<file path="src/rtl/serial_transfer.sv">
// ----------------------------------------------------------------------------
// serial_transfer
//   Captures one word of memory read data on a strobe from the RW flow
//   controller and sends it out either bit-serially (MSB first, one bit per
//   cycle) or as a whole word in a single cycle. A one-cycle TransferDone
//   pulse is returned when the transfer has finished.
//
// Parameters
//   DATA_WIDTH    width of the captured / transferred word
//
// Ports
//   Clk           system clock, rising edge
//   Reset         asynchronous, active-high reset
//   SampleData    capture DataIn (honoured only while idle)
//   TransferData  start the transfer of the captured word
//   Mode          1 = serial, 0 = parallel (latched when the transfer starts)
//   DataIn        read data from memory
//   SerialOut     serial data bit, MSB first
//   ParallelOut   parallel data word
//   OutValid      SerialOut / ParallelOut carry valid data
//   TransferDone  one-cycle end-of-transfer pulse
//   Loaded        a captured word is waiting or being transferred
//
// All outputs come straight from flops.
// ----------------------------------------------------------------------------
module serial_transfer #(
    parameter int DATA_WIDTH = 8
) (
    input  logic                  Clk,
    input  logic                  Reset,
    input  logic                  SampleData,
    input  logic                  TransferData,
    input  logic                  Mode,
    input  logic [DATA_WIDTH-1:0] DataIn,
    output logic                  SerialOut,
    output logic [DATA_WIDTH-1:0] ParallelOut,
    output logic                  OutValid,
    output logic                  TransferDone,
    output logic                  Loaded
);

    // Counter holds 0..DATA_WIDTH without wrapping.
    localparam int CW = $clog2(DATA_WIDTH) + 1;
    // Bit-select width into the captured word.
    localparam int IW = (DATA_WIDTH > 1) ? $clog2(DATA_WIDTH) : 1;

    typedef enum logic [2:0] {
        IDLE   = 3'd0,
        LOADED = 3'd1,
        SHIFT  = 3'd2,
        PAR    = 3'd3,
        DONE   = 3'd4
    } state_t;

    state_t                  state_q;
    logic [DATA_WIDTH-1:0]   shreg_q;   // captured word, never shifted in place
    logic [CW-1:0]           cnt_q;     // number of serial bits already driven
    logic                    mode_q;    // Mode latched at transfer start
    logic                    ser_q;
    logic [DATA_WIDTH-1:0]   par_q;
    logic                    vld_q;
    logic                    done_q;
    logic                    loaded_q;

    // Next bit to drive: counting down from the MSB as bits go out.
    logic [IW-1:0]           bit_idx;
    assign bit_idx = IW'(DATA_WIDTH - 1) - IW'(cnt_q);

    always_ff @(posedge Clk or posedge Reset) begin
        if (Reset) begin
            state_q  <= IDLE;
            shreg_q  <= '0;
            cnt_q    <= '0;
            mode_q   <= 1'b0;
            ser_q    <= 1'b0;
            par_q    <= '0;
            vld_q    <= 1'b0;
            done_q   <= 1'b0;
            loaded_q <= 1'b0;
        end else begin
            case (state_q)
                IDLE: begin
                    cnt_q  <= '0;
                    done_q <= 1'b0;
                    // TransferData alone does nothing here; sampling wins
                    // even when both are high.
                    if (SampleData) begin
                        shreg_q  <= DataIn;
                        loaded_q <= 1'b1;
                        state_q  <= LOADED;
                    end
                end

                LOADED: begin
                    if (TransferData) begin
                        mode_q <= Mode;
                        vld_q  <= 1'b1;
                        // The MSB goes out on the same edge that starts
                        // the transfer, so the counter starts at 1.
                        if (Mode) begin
                            ser_q   <= shreg_q[DATA_WIDTH-1];
                            cnt_q   <= CW'(1);
                            state_q <= SHIFT;
                        end else begin
                            par_q   <= shreg_q;
                            state_q <= PAR;
                        end
                    end
                end

                SHIFT: begin
                    // TransferData is no longer looked at: once started,
                    // every bit is sent.
                    if (cnt_q < CW'(DATA_WIDTH)) begin
                        ser_q <= shreg_q[bit_idx];
                        cnt_q <= cnt_q + CW'(1);
                    end else begin
                        if (mode_q) ser_q <= 1'b0;
                        else        par_q <= '0;
                        vld_q    <= 1'b0;
                        done_q   <= 1'b1;
                        loaded_q <= 1'b0;
                        state_q  <= DONE;
                    end
                end

                PAR: begin
                    if (mode_q) ser_q <= 1'b0;
                    else        par_q <= '0;
                    vld_q    <= 1'b0;
                    done_q   <= 1'b1;
                    loaded_q <= 1'b0;
                    state_q  <= DONE;
                end

                DONE: begin
                    done_q  <= 1'b0;
                    cnt_q   <= '0;
                    state_q <= IDLE;
                end

                default: begin
                    state_q  <= IDLE;
                    ser_q    <= 1'b0;
                    par_q    <= '0;
                    vld_q    <= 1'b0;
                    done_q   <= 1'b0;
                    loaded_q <= 1'b0;
                    cnt_q    <= '0;
                end
            endcase
        end
    end

    assign SerialOut    = ser_q;
    assign ParallelOut  = par_q;
    assign OutValid     = vld_q;
    assign TransferDone = done_q;
    assign Loaded       = loaded_q;

endmodule

</file>
<file path="config.mk">
export PLATFORM = sky130hd
export DESIGN_NAME = serial_transfer
export DESIGN_NICKNAME = d
export VERILOG_FILES = /design/src/rtl/serial_transfer.sv
export SDC_FILE = /design/constraint.sdc
export NUM_CORES = 1
export LEC_CHECK = 0
export ABC_AREA = 0
export CORE_MARGIN = 2
export CORE_UTILIZATION = 40
export CTS_CLUSTER_SIZE = 30
export DETAILED_ROUTE_END_ITERATION = 8
export GPL_TIMING_DRIVEN = 0
export HOLD_SLACK_MARGIN = 0.02
export SYNTH_ARGS = -nofsm -noshare
export SYNTH_HDL_FRONTEND = slang
export SYNTH_SLANG_ARGS = --single-unit
</file>
<file path="constraint.sdc">
create_clock -name Clk -period 3.9 [get_ports Clk]
set_clock_uncertainty 0.1 [all_clocks]
set_input_delay 0.39 -clock Clk [delete_from_list [all_inputs] [get_ports Clk]]
set_output_delay 0.39 -clock Clk [all_outputs]
set_load 0.05 [all_outputs]
</file>
==> results of run 1 <==
## cell usage after synthesis (3+ instances only)
cell type  count  area (µm²)
a22o_1         7        61.3
mux2_2         9         101
nand3_1        3        15.0
o21a_1         3        22.5
inv_1          6        22.5
a21oi_1        3        15.0
buf_2          4        20.0
nand2_1        5        18.8
nor2_1         9        33.8
o31ai_1        3        22.5
o21ai_0        7        35.0
dfrtp_1       28         701
## per-stage QoR
stage          cell area (µm²)  hold slack, ns  std cells  power [mW]  worst slack [ns]
2_1_floorplan             1330           0.355        115        1.02              2.31
3_3_place_gp              1630           0.389        183        1.22              1.74
3_5_place_dp              1630           0.395        183        1.23              1.74
4_1_cts                   1650           0.430        186        1.35              1.84
5_1_grt                   1650           0.450        186        1.44              1.77
6_report                  1650           0.422        186        1.34              1.85
## cell families after synthesis
| kind of cell | synth area share (%) |
|---|---|
| fa+ha+maj | 0.940 |
| mux | 11.9 |
| buf+inv | 4.32 |
| compound gates | 18.5 |
| simple gates | 11.7 |
| flops | 52.6 |
## where the power goes
| part | internal (mW) | leakage (nW) | switching, mW |
|---|---|---|---|
| combinational | 0.309 | 0.340 | 0.408 |
| clock | 0.0362 | 0.0138 | 0.0787 |
| sequential | 0.409 | 0.355 | 0.100 |
## cell type report
| cell class | count | area share (%) |
|---|---|---|
| Buffer | 6 | 2.12 |
| Clock buffer | 3 | 1.37 |
| Inverter | 6 | 1.37 |
| Multi-Input combinational cell | 75 | 34.7 |
| Sequential cell | 28 | 42.5 |
| Tap cell | 44 | 3.34 |
| Timing Repair Buffer | 24 | 14.6 |
## registers in the layout (all words and copies together), names as in the netlist
| register | flops |
|---|---|
| ParallelOut | 8 |
| shreg_q | 8 |
| cnt_q | 4 |
| state_q | 3 |
| Loaded | 1 |
| OutValid | 1 |
| SerialOut | 1 |
| TransferDone | 1 |
| mode_q | 1 |
## routing by layer
metal / global-route usage (%) / vias up / wire length [µm]
met5: 0 / - / 0
met4: 3.65 / 0 / 19
met2: 29.2 / 14 / 1370
met3: 4.35 / 2 / 103
met1: 22.9 / 519 / 1330
li1: - / 474 / -
## layout by cell type, fill, tap and decap left out, types with 2 or more instances in the layout
master,n
o21ai_0,7
a21oi_1,3
mux2_2,9
buf_2,4
inv_1,6
nor2_1,9
a22o_1,7
o21a_1,3
clkbuf_4,3
o31ai_1,3
dfrtp_1,28
nand2b_1,2
clkdlybuf4s50_1,24
mux2i_1,2
nand3_1,3
nand2_1,5
## worst min path at each step
stage                              start             end  slack, ns
after floorplan                    Reset          Loaded       0.36
after global placement          OutValid        OutValid       0.39
after detailed placement  ParallelOut[0]  ParallelOut[0]       0.39
after CTS                 ParallelOut[0]  ParallelOut[0]       0.43
after global routing      ParallelOut[0]  ParallelOut[0]       0.45
final                     ParallelOut[0]  ParallelOut[0]       0.42
==> impl_metrics.env, run 1 <==
export IMPL_synth_seq_area_share_pct=52.6
export IMPL_rr_startpoint="cnt_q[3]"
export IMPL_grt_max_degree=29
export IMPL_cts_tree="built"
export IMPL_rrSetupSlack_ns=2.09
export IMPL_syn_area_um2=1330
export IMPL_ff_latch_area_um2=701
export IMPL_async_flop_share_pct=100
export IMPL_grt_pass1_wl_um=4750
export IMPL_worstPathMaxFanout=4
export IMPL_required_ns=3.41
export IMPL_dr_pass1_iters=4
export IMPL_ys_warnings_count=0
export IMPL_initial_utilization_pct=42.9
export IMPL_r2r_cells=5
export IMPL_power_density_nw_per_um2=813
export IMPL_path_cells="clkdlybuf4s50_1"
export IMPL_fin_crit_ns=2.05
export IMPL_multiInputGateArea_um2=573
export IMPL_diodes=0
export IMPL_core_area_um2=3100
export IMPL_irDropWorstVdd_v=0.000391
export IMPL_rows=20
export IMPL_clkLatencyLatePin_ns=0.32
export IMPL_finalHoldViolCount=0
export IMPL_r2r_end="ParallelOut[7]"
export IMPL_worst_path_buf_inv=1
export IMPL_grt_overflow=0
export IMPL_worstSetupPathDepth=1
export IMPL_synth_ff_type="dfrtp_1"
export IMPL_worst_pin_slew_ns=1.02
export IMPL_viasPerCell=5.42
export IMPL_drtIter0Drc=34
export IMPL_syn_to_final_growth_pct=23.9
export IMPL_cts_buffer_depth=2
export IMPL_max_freq_mhz=488
export IMPL_dieArea_um2=3810
export IMPL_num_io_pins=25
export IMPL_wl_um=2820
export IMPL_synth_seq_cells=28
export IMPL_holdPathStages=1
export IMPL_syn_num_nets=129
export IMPL_cp_endpoint="Loaded"
export IMPL_rsz0062_at_grt="false"
export IMPL_relSlewSlack_pct=31.7
export IMPL_dp_hpwl_um=2050
export IMPL_cp_slowest_cell="clkdlybuf4s50_1"
export IMPL_setup_viol_count_final=0
export IMPL_finalCritPeriodShare_pct=52.6
export IMPL_antenna_left=0
export IMPL_grt_total_usage_pct=17.4
export IMPL_cts_resized=0
export IMPL_fin_setup_tns_ns=0
export IMPL_crit_path_end_kind="output pin"
export IMPL_path_class="reg2out"
export IMPL_cts_root_buf="clkbuf_4"
export IMPL_wl_per_cell_um=15.2
export IMPL_drv_slew=0
export IMPL_hp_class="reg2reg"
export IMPL_antenna_found_initial=0
export IMPL_slowest_delay_ns=0.82
export IMPL_synth_edf_count=0
export IMPL_worstSetupStartpoint="Loaded"
export IMPL_drcViolationCount=0
export IMPL_syn_area_per_cell_um2=11.6
export IMPL_yosysUniqueCellTypes=38
export IMPL_cts_setup_buffers=0
export IMPL_h_tree_depth=1
export IMPL_die_w_um=61.7
export IMPL_final_layout_size_suffix_gt1_share_pct=17.6
export IMPL_startpoint_type="flip-flop"
export IMPL_status="finished, final reports clean"
export IMPL_final_util_pct=53.1
export IMPL_synth_cells=115
export IMPL_fin_nets=158
export IMPL_crit_family="buffers and inverters"
export IMPL_gp_congestion=0.813
export IMPL_path_clk_slew_ns=0.15
export IMPL_grt_pass1_vias=1015
export IMPL_total_leakage_power_nw=0.709
export IMPL_fillers=312
export IMPL_arrival_ns=1.56
export IMPL_max_cap_violations=0
export IMPL_port_buffer_count=24
export IMPL_cts_buffers_inserted=3
export IMPL_numClockSinks=28
export IMPL_vias=1009
export IMPL_die_h_um=61.7
export IMPL_ctsHoldBuffers=0
No activity file was read; power rests on OpenSTA's default activity.
==> run 2: changes to the inputs <==
clock period = 2 ns   (was 3.9 ns; I/O delays follow)
==> results of run 2 <==
The final DEF is identical to that of run 1. Status: finished, final reports clean.
Among the figures that moved: setup slack after placement 1.74 ns -> 0.0258 ns; setup slack after layout 1.85 ns -> 0.140 ns; hold slack 0.422 ns -> 0.304 ns; register-to-register setup slack 2.09 ns -> 0.19 ns; total power 1.34 mW -> 2.61 mW; worst IR drop on VDD 0.000391 V -> 0.000763 V
